==> src/rtl/inst_fetch.sv <==
// Instruction-fetch stage: program counter, next-PC selection and the IF/ID
// pipeline register with stall (hold) and flush (bubble) control.
module inst_fetch #(
    parameter logic [31:0] RESET_PC = 32'h0000_0000,
    parameter logic [31:0] EXC_PC   = 32'h8000_0180,
    parameter logic [31:0] NOP_INST = 32'h0000_0000
) (
    input  logic        clk,
    input  logic        reset,
    output logic [31:0] InstAddr,
    input  logic [31:0] InstData,
    input  logic        Stall,
    input  logic        Flush,
    input  logic        ExcReq,
    input  logic        BranchTaken,
    input  logic [31:0] BranchTarget,
    input  logic        JumpTaken,
    input  logic [31:0] JumpTarget,
    output logic [31:0] IF_ID_Inst,
    output logic [31:0] IF_ID_PC,
    output logic [31:0] IF_ID_PCPlus4,
    output logic        IF_ID_Valid
);

    logic [31:0] pc;
    logic [31:0] pc_plus4;
    logic [31:0] next_pc;
    logic        redirect;

    // Modulo-2^32 add: 32'hFFFF_FFFC wraps to 0 by design.
    assign pc_plus4 = pc + 32'd4;
    assign redirect = ExcReq | BranchTaken | JumpTaken;

    // A redirect always beats Stall so it is never lost; targets are word-aligned.
    always_comb begin
        next_pc = pc_plus4;
        if (ExcReq)
            next_pc = {EXC_PC[31:2], 2'b00};
        else if (BranchTaken)
            next_pc = {BranchTarget[31:2], 2'b00};
        else if (JumpTaken)
            next_pc = {JumpTarget[31:2], 2'b00};
        else if (Stall)
            next_pc = pc;
    end

    // NOTE: reset sits in the sensitivity list so it acts without a clock edge;
    // all state updates are non-blocking so every register samples pre-edge values.
    always_ff @(posedge clk or posedge reset) begin
        if (reset)
            pc <= RESET_PC;
        else
            pc <= next_pc;
    end

    always_ff @(posedge clk or posedge reset) begin
        if (reset) begin
            IF_ID_Inst    <= NOP_INST;
            IF_ID_PC      <= 32'd0;
            IF_ID_PCPlus4 <= 32'd0;
            IF_ID_Valid   <= 1'b0;
        end else if (Flush || redirect) begin
            IF_ID_Inst    <= NOP_INST;
            IF_ID_PC      <= 32'd0;
            IF_ID_PCPlus4 <= 32'd0;
            IF_ID_Valid   <= 1'b0;
        end else if (!Stall) begin
            IF_ID_Inst    <= InstData;
            IF_ID_PC      <= pc;
            IF_ID_PCPlus4 <= pc_plus4;
            IF_ID_Valid   <= 1'b1;
        end
    end

    // Register output only: no combinational path from any input to the memory address.
    assign InstAddr = pc;

endmodule
==> config.mk <==
export PLATFORM = sky130hd
export DESIGN_NAME = inst_fetch
export DESIGN_NICKNAME = d
export VERILOG_FILES = /design/src/rtl/inst_fetch.sv
export SDC_FILE = /design/constraint.sdc
export NUM_CORES = 1
export LEC_CHECK = 0
export BUFFER_PORTS_ARGS = -buffer_cell sky130_fd_sc_hd__buf_4
export CAP_MARGIN = 30
export CORE_MARGIN = 1
export CORE_UTILIZATION = 30
export CTS_CLUSTER_DIAMETER = 200
export CTS_CLUSTER_SIZE = 16
export DETAILED_ROUTE_END_ITERATION = 16
export MAX_ROUTING_LAYER = met4
export SLEW_MARGIN = 10
export SYNTH_ARGS = -nofsm -noshare
export SYNTH_HDL_FRONTEND = slang
export SYNTH_SLANG_ARGS = --single-unit
==> constraint.sdc <==
create_clock -name clk -period 4.8 [get_ports clk]
set_input_delay 0.48 -clock clk [delete_from_list [all_inputs] [get_ports clk]]
set_output_delay 0.48 -clock clk [all_outputs]
set_load 0.03 [all_outputs]
==> summary.txt, run 1 <==
Cell Rows - 52
Reg2reg end - InstAddr[28]$_DFFE_PP0N_
All-Layer GR Usage - 20.5%
Max Slew Vio Count - 0
Sequential share of power - 40.4%
HP Class - in2async
Final Critical Period - 2.69 ns
Cts hold-fix bufs - 0
CP required - 5.16 ns
Post-synth cell types - 64
Placed insts - 1090
Most common cell after layout, fill and taps aside - buf_4
Pwr/cell area - 322 nW/um^2
Routed vias/inst - 4.96
Final WS setup - 2.11 ns
Worst R2R Start - InstAddr[2]$_DFFE_PP0N_
# diodes - 0
DRC - 0
Core area - 20400 sq um
GP Congestion - 0.811
R2r setup slk - 2.11 ns
Worst path slowest cell - nor4_4
Inserted Clock Buffers - 17
CTS tree - built
Die W - 147 um
Largest net degree at the start of global routing - 69
Worst-path clk slew - 0.06 ns
DP HPWL - 14.5 mm
Final Instance Count excl. Fillers - 1122
Post-CTS setup buffers - 0
First-pass GRT wire length - 32.6 mm
Max stage delay on crit path - 0.87 ns
Die height - 147 um
Nets - 944
Initial core utilization - 30.9%
Port Buffer Count - 221
Worst slew pin tran - 0.948 ns
Worst-Skew Late Latency - 0.42 ns
Crit-path cells - ha_1 -> nand3_1 -> nor4_4 -> nand3_1 -> nor4_1 -> o31a_1
Peak VDD IR - 0.271 mV
Setup TNS - 0 ns
Vias after detailed routing - 5569
Max cap viols - 0
Post_cts resized - 0
Crit path DAT - 3.05 ns
Worst r2r path cells - 6
Register area - 3080 sq um
Ys flop type - dfrtp_1
EDFF count, synth - 0
Share of layout cells above drive strength 1 - 32.7%
Yosys reg bits - 123
Buf/Inv on CP - 0
Asr flop ratio synth - 100%
Clk root buf - clkbuf_16
Period utilisation layout - 56.0%
Status - finished, final reports clean
Largest delay share family, worst path - simple AND/OR/NAND/NOR gates
Cells after Synth - 647
DIE AREA - 21600 sq um
Post-Syn Area - 6310 sq um
WL/cell - 18.8 um
Clock Tree Buf Depth - 2
Number of hold violations in the final report - 0
Switch Pwr - 0.000775 W
Clock sink count - 123
Crit path top cell by count - nand3_1
Vias in the first global route - 5570
Drt pass-1 iters - 5
Iteration-0 DRC Markers - 276
Place WS - 2.09 ns
Filler cells - 2085
Comb pwr share - 14.5%
CP Max Fanout - 13
DRT Wirelength - 21.1 mm
Final Setup Violations - 0
Fmax - 0.372 GHz
Setup Crit Path Kind - reg2reg
Multi-input logic area - 2930 sq um
Total grt overflow - 0
Synth Warn # - 0
Pleak - 4.19 nW
Clock Skew - 0.00912 ns
Headroom to the max-slew limit - 36.3%
Syn-to-layout area delta - 38.3%
Seq/Total Area, Yosys - 48.8%
I/O pins - 232
Net Sw Frac - 27.5%
Leading cell types in the layout, fill and taps excluded - 230 x buf_4, 123 x dfrtp_1, 97 x nor2_1
Initial antenna violation count - 0
RSZ-0062 raised after global routing - false
Critical Path Sink Type - flip-flop
Syn_area_per_cell - 9.76 sq um
H-tree depth - 4
Clock share of power - 45.1%
Worst setup SP type - flip-flop
Final ANT Viol Nets - 0
Internal - 0.00204 W
==> logic make-up after synthesis <==
| group | Yosys count | synth area share [%] |
|---|---|---|
| and+or+nand+nor | 202 | 16.1 |
| AOI/OAI and AO/OA | 149 | 14.7 |
| DFF | 123 | 48.8 |
| buffers and inverters | 72 | 5.21 |
| muxes | 65 | 10.3 |
| xor gates and xnor gates | 34 | 4.72 |
| adders and majority gates | 1 | 0.198 |
| other | 1 | 0.0594 |
==> Yosys cell counts, types with 4 or more instances <==
cell type,n,area (sq um)
nand3_1,12,60.1
nor2b_1,4,25.0
xor2_1,15,131
clkbuf_1,33,124
inv_1,7,26.3
buf_1,4,15.0
a22o_1,4,35.0
a21oi_1,43,215
o22ai_1,15,93.8
o21a_1,4,30.0
dfrtp_1,123,3080
and4_1,6,52.6
nand2b_1,6,37.5
xnor2_1,19,166
nand4_1,8,50.1
a211oi_1,9,67.6
buf_4,8,60.1
nor3_1,8,40.0
nor2_1,97,364
o21ai_0,41,205
nand2_1,33,124
buf_2,16,80.1
a311oi_1,4,35.0
mux2i_1,65,651
a31oi_1,4,25.0
==> power groups by stage <==
stage	logic, W	registers, W	clock network, W
2_1_floorplan	0.000207	0.00118	0
3_3_place_gp	0.000406	0.00115	0
3_5_place_dp	0.000412	0.00115	0
4_1_cts	0.000413	0.00113	0.00130
5_1_grt	0.000442	0.00114	0.00134
6_report	0.000409	0.00114	0.00127
==> worst max path at each step <==
stage                                            end  slack (ns)  cells past startpoint                     from
after CTS                   InstAddr[28]$_DFFE_PP0N_        2.10                      6  InstAddr[2]$_DFFE_PP0N_
final                       InstAddr[28]$_DFFE_PP0N_        2.11                      6  InstAddr[2]$_DFFE_PP0N_
after global routing        InstAddr[22]$_DFFE_PP0N_        1.95                      6  InstAddr[2]$_DFFE_PP0N_
after floorplan            IF_ID_Inst[0]$_DFFE_PP0P_        1.05                      1                    reset
after global placement    IF_ID_Inst[24]$_DFFE_PP0P_        2.09                      7              BranchTaken
after detailed placement  IF_ID_Inst[16]$_DFFE_PP0P_        2.09                      8              BranchTaken
==> cell type report <==
type / instances / share of cell area [%]
timing repair buffer: 232 / 20.3
tap: 270 / 3.87
clock inverter: 8 / 1.06
sequential: 123 / 35.3
multi-input combinational: 457 / 33.6
clock buffer: 23 / 5.47
inverter: 9 / 0.444
==> state kept, by name (all words and copies together) (netlist names) <==
register,count
IF_ID_Inst,32
InstAddr,30
IF_ID_PC,30
IF_ID_Valid,1
IF_ID_PCPlus4,30
==> worst reg2reg max path, delay by kind of cell (launching register included) <==
kind	cells	cell delay, ns
and+or+nand+nor	4	1.68
DFF	1	0.48
adders and majority gates	1	0.31
AOI/OAI and AO/OA	1	0.15
==> metal layers <==
| layer | wire (um) | global-route usage [%] |
|---|---|---|
| met1 | 9550 | 25.9 |
| met2 | 10300 | 33.1 |
| met3 | 874 | 3.94 |
| met4 | 365 | 6.60 |
| met5 | 0 | - |
==> stage by stage <==
step           utilization (%)  hold slack [ns]  total power, W  cell area [sq um]
2_1_floorplan                -            0.631         0.00139               6330
3_3_place_gp              39.7            0.464         0.00156               8110
4_1_cts                   42.6            0.190         0.00285               8710
6_report                  42.7            0.156         0.00281               8730
3_5_place_dp              39.8            0.472         0.00156               8140
5_1_grt                   42.7            0.204         0.00293               8730
(Power assumes the default switching activity.)
==> run 2: changes to the inputs <==
--- a/config.mk
+++ b/config.mk
@@ -5,6 +5,7 @@
 export SDC_FILE = /design/constraint.sdc
 export NUM_CORES = 1
 export LEC_CHECK = 0
+export ABC_AREA = 1
 export BUFFER_PORTS_ARGS = -buffer_cell sky130_fd_sc_hd__buf_4
 export CAP_MARGIN = 30
 export CORE_MARGIN = 1
==> constraint.sdc (replaced) <==
create_clock -name clk -period 2.8 [get_ports clk]
set_input_delay 0.28 -clock clk [delete_from_list [all_inputs] [get_ports clk]]
set_output_delay 0.28 -clock clk [all_outputs]
set_load 0.03 [all_outputs]
==> run 2 against run 1 <==
Net effect: count of clock-buffer cells in the layout unchanged; global-route usage increased by 0.73 points; flip-flop and latch count unchanged; clock power increased by 73%; clock skew increased by 0.0025 ns; non-clock buffer count increased by 2; final cell count increased by 17%; routed wire length increased by 3.8%; sequential power increased by 68%; die area decreased by 0.49%; core utilization increased by 0.35 points; synthesized cell count increased by 28%; critical endpoint is now InstAddr[24]$_DFFE_PP0N_.
==> summary.txt, run 2 <==
Post-synthesis simple-gate area fraction - 34.6% (+19 points)
Number of hold violations in the final report - 0 (unchanged)
Most common cell after layout, fill and taps aside - nand2_1
Worst-path clk slew - 0.06 ns (about the same)
Vias in the first global route - 5963 (+7.1%)
Synth Warn # - 0 (unchanged)
First-pass GRT wire length - 34.0 mm (+4.3%)
Peak VDD IR - 0.345 mV (+27%)
Final Setup Violations - 0 (unchanged)
Asr flop ratio synth - 100% (unchanged)
WL/cell - 16.6 um (-12%)
Cts hold-fix bufs - 1 (+1)
H-tree depth - 4 (unchanged)
Pleak - 4.61 nW (+10%)
Vias after detailed routing - 6231 (+12%)
DP HPWL - 15.8 mm (+8.6%)
Worst-Skew Late Latency - 0.42 ns (about the same)
Worst Hold End - IF_ID_Inst[23]$_DFFE_PP0P_
Syn-to-layout area delta - 39.7%
Worst R2R Start - InstAddr[3]$_DFFE_PP0N_
Max cap viols - 0 (unchanged)
RSZ-0062 raised after global routing - false
DRT Wirelength - 21.9 mm (+3.8%)
Worst slew pin tran - 0.866 ns (-0.0818 ns)
Largest net degree at the start of global routing - 94 (+36%)
GP Congestion - 0.864 (+6.5%)
Clk root buf - clkbuf_16
Number of flip-flops in the largest register - 32 (unchanged)
Cells after Synth - 828 (+28%)
Final Critical Period - 1.86 ns (-0.833 ns)
Critical Path Sink Type - flip-flop
Iteration-0 DRC Markers - 454 (+64%)
Port Buffer Count - 221 (unchanged)
Syn_area_per_cell - 7.59 sq um (-22%)
Post_cts resized - 0 (unchanged)
Reg with most FFs - IF_ID_Inst
Pwr/cell area - 540 nW/um^2 (+67%)
Post-CTS setup buffers - 0 (unchanged)
DRC - 0 (unchanged)
Share of layout cells above drive strength 1 - 27.6% (-5.1 points)
Mux cell area share after synthesis - 0% (-10 points)
Seq/Total Area, Yosys - 49.0% (+0.24 points)
CP required - 3.10 ns (-2.06 ns)
# diodes - 0 (unchanged)
All-Layer GR Usage - 21.3% (+0.73 points)
Count leader, synth - nand2_1
Yosys reg bits - 123 (unchanged)
Area share of the largest cell type after synthesis - 49.0% (+0.24 points)
Initial antenna violation count - 0 (unchanged)
Setup TNS - 0 ns (unchanged)
Post-synth cell types - 32 (-50%)
Worst setup SP type - flip-flop
I/O pins - 232 (unchanged)
Clock Tree Buf Depth - 2 (unchanged)
Final ANT Viol Nets - 0 (unchanged)
DIE AREA - 21500 sq um (-0.49%)
Initial core utilization - 30.8% (-0.055 points)
Cell Rows - 52 (unchanged)
Nets - 1138 (+21%)
R2r setup slk - 0.94 ns (-1.17 ns)
Reg2reg end - InstAddr[24]$_DFFE_PP0N_
Post-Syn Area - 6280 sq um (-0.50%)
Post-Synth Adder-Cell Area - 0.199% (+0.00099 points)
HP Class - in2reg
Crit path DAT - 2.16 ns (-0.89 ns)
Filler cells - 2160 (+3.6%)
Largest family of logic cells by synthesized area - simple AND/OR/NAND/NOR gates
Compound-Gate Fraction of Synth Area - 7.53% (-7.2 points)
Setup Crit Path Kind - reg2reg
Tot Pwr - 0.00474 W (+68%)
Leading cell types in the layout, fill and taps excluded - 256 x nand2_1, 230 x buf_4, 141 x nand3_1
Top cells by count, synth - 256 x nand2_1, 141 x nand3_1, 123 x dfrtp_1
CTS tree - built
Core area - 20400 sq um (-0.32%)
HP Start - InstData[23]
Worst r2r path cells - 10 (+4)
Post-synth top area cell - dfrtp_1
Routed vias/inst - 4.73 (-4.7%)
Clock sink count - 123 (unchanged)
Inserted Clock Buffers - 17 (unchanged)
Headroom to the max-slew limit - 42.2% (+5.9 points)
Die W - 147 um (-0.24%)
EDFF count, synth - 0 (unchanged)
Ys flop type - dfrtp_1
Period utilisation layout - 66.3% (+10 points)
Drt pass-1 iters - 5 (unchanged)
Total grt overflow - 0 (unchanged)
Clock Skew - 0.0116 ns (+0.00250 ns)
Hold path depth - 3
Max Slew Vio Count - 0 (unchanged)
XOR/XNOR share of the synthesized area - 1.79% (-2.9 points)
CP Max Fanout - 5 (-8)
Synth top area cells - dfrtp_1 49%, nand2_1 15%, nand3_1 11%
Die height - 147 um (-0.24%)
Status - finished, final reports clean
Fmax - 0.538 GHz (+45%)
run 2: cell count changes after synthesis, sizes merged, moves of 13 or more:
cell / change
a21oi: -16
xnor2: -18
clkbuf: -16
mux2i: -65
inv: +36
nand2: +231
o22ai: -13
o21ai: +17
nand3: +126
run 2: power by group:
group / total, W / switching (W) / internal, W
Clock: 0.00220 / 0.000816 / 0.00138
Combinational: 0.000630 / 0.000398 / 0.000232
Sequential: 0.00191 / 0.0000804 / 0.00183
Total: 0.00474 / 0.00129 / 0.00344
run 2: layout make-up:
type | count | area (sq um) | area share, %
multi-input cells | 613 | 2800 | 31.9
well taps | 270 | 338 | 3.85
clock inverters | 9 | 114 | 1.30
inverters | 45 | 173 | 1.97
clock buffers | 23 | 478 | 5.45
repair buffers | 234 | 1800 | 20.5
flip-flops and latches | 123 | 3080 | 35.1
run 2: worst max path at each step:
stage,slack [ns],to,startpoint
floorplan,1.01,IF_ID_Inst[0]$_DFFE_PP0P_,reset
global placement,0.71,IF_ID_PCPlus4[9]$_DFFE_PP0P_,BranchTaken
detailed placement,0.66,IF_ID_PCPlus4[12]$_DFFE_PP0P_,BranchTaken
CTS,0.90,InstAddr[24]$_DFFE_PP0N_,InstAddr[3]$_DFFE_PP0N_
global route,0.75,InstAddr[24]$_DFFE_PP0N_,InstAddr[3]$_DFFE_PP0N_
finish,0.94,InstAddr[24]$_DFFE_PP0N_,InstAddr[3]$_DFFE_PP0N_
run 2: critical path, cell delays in order (launching register included):
cell     delay [ns]
dfrtp_1        0.43
ha_1           0.25
nand2_2        0.09
nor2_4         0.15
nand2_1        0.07
nor2_1         0.31
nand3_1        0.15
nand3_1        0.12
nand2_1        0.07
nand2_1        0.05
nand2_1        0.04
run 2: per-layer routing:
layer	share of wire (%)	wire length, um	global-route usage, %	vias up
li1	-	-	-	3079
met1	49	10800	30.2	2927
met2	45	9840	31.0	205
met3	4.9	1080	3.85	20
met4	0.97	213	5.42	0
met5	0	0	-	-
run 2: cell families (layout without fill, tap and decap cells):
logic type                 after synthesis  after routing
and+or+nand+nor                        503            503
DFF                                    123            123
buffers and inverters                   97            311
AOI/OAI and AO/OA                       91             91
xor gates and xnor gates                12             12
adders and majority gates                1              1
other                                    1              6
run 2: per-stage QoR:
stage	hold WS, ns	setup slack (ns)	util [%]	instances	instance area (sq um)
after floorplan	0.390	1.01	-	833	6300
after global placement	0.442	0.715	40.0	1283	8150
after detailed placement	0.438	0.663	40.0	1283	8150
after CTS	0.0407	0.901	43.0	1316	8750
after global routing	0.0493	0.755	43.1	1317	8770
final	0.0567	0.942	43.1	1317	8770
==> run 3: changes to the inputs <==
--- a/config.mk
+++ b/config.mk
@@ -5,7 +5,7 @@
 export SDC_FILE = /design/constraint.sdc
 export NUM_CORES = 1
 export LEC_CHECK = 0
-export ABC_AREA = 1
+export ABC_AREA = 0
 export BUFFER_PORTS_ARGS = -buffer_cell sky130_fd_sc_hd__buf_4
 export CAP_MARGIN = 30
 export CORE_MARGIN = 1
==> constraint.sdc (replaced) <==
create_clock -name clk -period 1.85 [get_ports clk]
set_input_delay 0.185 -clock clk [delete_from_list [all_inputs] [get_ports clk]]
set_output_delay 0.185 -clock clk [all_outputs]
set_load 0.03 [all_outputs]
==> run 3 against run 2 <==
Net effect: critical endpoint unchanged; clock power increased by 52%; core utilization grew 3.3 points; hold slack got worse by 0.040 ns; largest power group unchanged; highest routed layer unchanged; non-clock buffer count grew 72; die area is 0.49% higher; clock skew is 0.0040 ns lower; routed wire length fell by 0.93%; sequential share of layout area shrank 2.5 points; flip-flop and latch count did not move; register-to-register slack got worse by 0.87 ns; design area increased by 8.0%.
==> summary.txt, run 3 (synthesis gave the netlist of run 1 again) <==
Reg2reg end - InstAddr[24]$_DFFE_PP0N_
Finished Cell Area - 9470 sq um (+8.0%)
Critical Path Sink Type - flip-flop
Number of hold violations in the final report - 0 (unchanged)
Switch Pwr - 0.00204 W (+58%)
Syn-to-layout area delta - 50.0%
Status - finished, final reports clean
DRC - 0 (unchanged)
Die height - 147 um (+0.25%)
Vias in the first global route - 5785 (-3.0%)
Tot Pwr - 0.00754 W (+59%)
Register area - 3090 sq um (+0.41%)
Setup Crit Path Kind - reg2reg
Clock Skew - 0.00765 ns (-0.00398 ns)
Most common cell after layout, fill and taps aside - buf_4
Final ANT Viol Nets - 0 (unchanged)
Number of flip-flops in the largest register - 32 (unchanged)
Worst-path clk slew - 0.05 ns (about the same)
Worst setup SP type - flip-flop
Placed insts - 1148 (-11%)
Hold Slack - 0.0165 ns (-0.0403 ns)
Worst Hold End - IF_ID_Inst[28]$_DFFE_PP0P_
CP required - 2.17 ns (-0.93 ns)
Internal - 0.00550 W (+60%)
Peak VDD IR - 0.668 mV (+94%)
Post-Place Cell Area - 8670 sq um (+6.3%)
First-pass GRT wire length - 33.3 mm (-2.1%)
Pleak - 4.58 nW (-0.64%)
WL/cell - 18.1 um (+9.0%)
Worst R2R Start - InstAddr[2]$_DFFE_PP0N_
CP Max Fanout - 6 (+1)
Core area - 20400 sq um (+0.32%)
Sequential share of power - 37.9% (-2.3 points)
Multi-input logic area - 3000 sq um (+7.3%)
All-Layer GR Usage - 20.9% (-0.36 points)
Clock Tree Buf Depth - 2 (unchanged)
Clock share of power - 44.4% (-2.1 points)
RSZ-0062 raised after global routing - true
Initial core utilization - 30.9% (+0.055 points)
H-tree depth - 4 (unchanged)
Headroom to the max-slew limit - 55.8% (+14 points)
Die W - 147 um (+0.25%)
Period utilisation layout - 96.2% (+30 points)
DP HPWL - 15.8 mm (+0.23%)
Max Slew Vio Count - 0 (unchanged)
Crit path DAT - 2.10 ns (-0.06 ns)
Max cap viols - 0 (unchanged)
Final Critical Period - 1.78 ns (-0.0787 ns)
Inserted Clock Buffers - 17 (unchanged)
GP Congestion - 0.890 (+2.9%)
Filler cells - 2007 (-7.1%)
Port Buffer Count - 221 (unchanged)
Initial antenna violation count - 0 (unchanged)
Leading cell types in the layout, fill and taps excluded - 283 x buf_4, 113 x dfrtp_1, 97 x nor2_1
HP Class - in2reg
Hold path depth - 3 (unchanged)
Clk root buf - clkbuf_16
Worst Setup SP - InstAddr[2]$_DFFE_PP0N_
Routed vias/inst - 4.91 (+3.8%)
Final Instance Count excl. Fillers - 1197 (-9.1%)
DRT Wirelength - 21.7 mm (-0.93%)
Worst r2r path cells - 8 (-2)
Final Setup Violations - 0 (unchanged)
CTS tree - built
I/O pins - 232 (unchanged)
# diodes - 0 (unchanged)
Worst slew pin tran - 0.661 ns (-0.205 ns)
Iteration-0 DRC Markers - 319 (-30%)
Worst-Skew Late Latency - 0.41 ns (about the same)
Total grt overflow - 0 (unchanged)
Reg with most FFs - IF_ID_Inst
Nets - 1018 (-11%)
Pwr/cell area - 796 nW/um^2 (+48%)
Drt pass-1 iters - 4 (-1)
DIE AREA - 21600 sq um (+0.49%)
Share of layout cells above drive strength 1 - 38.2% (+11 points)
HP Start - InstData[28]
Clock sink count - 123 (unchanged)
Vias after detailed routing - 5880 (-5.6%)
Largest net degree at the start of global routing - 66 (-30%)
Comb pwr share - 17.6% (+4.3 points)
R2r setup slk - 0.07 ns (-0.87 ns)
Net Sw Frac - 27.1% (-0.25 points)
Fmax - 0.562 GHz (+4.4%)
Cell Rows - 52 (unchanged)
==> run 3: cell types whose count changed in the layout (fill, tap and decap cells not counted), moves of 17 or more <==
cell,change
buf_4,+53
mux2i_1,+65
a21oi_1,+17
nand2_1,-223
nand3_1,-131
xnor2_1,+18
o21ai_1,-31
inv_1,-33
==> run 3: power by group through the flow <==
stage | registers [W] | logic (W) | clock network [W]
2_1_floorplan | 0.00306 | 0.000541 | 0
3_3_place_gp | 0.00290 | 0.00129 | 0
3_5_place_dp | 0.00290 | 0.00130 | 0
4_1_cts | 0.00285 | 0.00133 | 0.00343
5_1_grt | 0.00287 | 0.00143 | 0.00353
6_report | 0.00286 | 0.00133 | 0.00335
==> run 3: cell type report <==
cell class / instances / area share, %
clock buffer: 24 / 4.87
sequential: 123 / 32.6
timing repair buffer: 306 / 25.6
clock inverter: 8 / 1.24
multi-input combinational: 457 / 31.7
inverter: 9 / 0.396
tap: 270 / 3.57
==> run 3: metrics by stage <==
stage               setup WS, ns  setup TNS (ns)  util (%)
finish                    0.0712               0      46.4
detailed placement        0.0241               0      42.4
floorplan                0.00255               0         -
global route             -0.0204         -0.0350      46.4
CTS                       0.0150               0      46.0
global placement          0.0531               0      42.4
==> run 3: critical path: stages (launching register included) <==
cell and delay, ns:
dfrtp_2 0.42, ha_4 0.17, nand3_4 0.09, nor4_4 0.26
buf_4 0.19, buf_6 0.13, nand3_2 0.06, xor2_1 0.15
a211oi_1 0.22
==> run 3: routing by layer <==
metal / track usage [%] / vias up / part of all wire (%)
met2: 33.9 / 186 / 50
met5: - / - / 0
li1: - / 2816 / -
met1: 25.9 / 2857 / 43
met3: 4.94 / 21 / 5.5
met4: 5.93 / 0 / 1.6
==> run 3: how the worst max path moves through the flow <==
stage / slack, ns / endpoint / cells after the start
after floorplan: 0.003 / InstAddr[14]$_DFFE_PP0N_ / 7
after global routing: -0.02 / InstAddr[15]$_DFFE_PP0N_ / 6
after detailed placement: 0.02 / InstAddr[30]$_DFFE_PP0N_ / 7
final: 0.07 / InstAddr[24]$_DFFE_PP0N_ / 8
after global placement: 0.05 / InstAddr[30]$_DFFE_PP0N_ / 7
after CTS: 0.01 / InstAddr[30]$_DFFE_PP0N_ / 7
==> run 3: what timing repair did <==
action,CTS,global route
buffers inserted,0,2
resized for setup,0,11
hold buffers,15,0
setup endpoints to repair,0,16
endpoints found under the hold margin,30,0
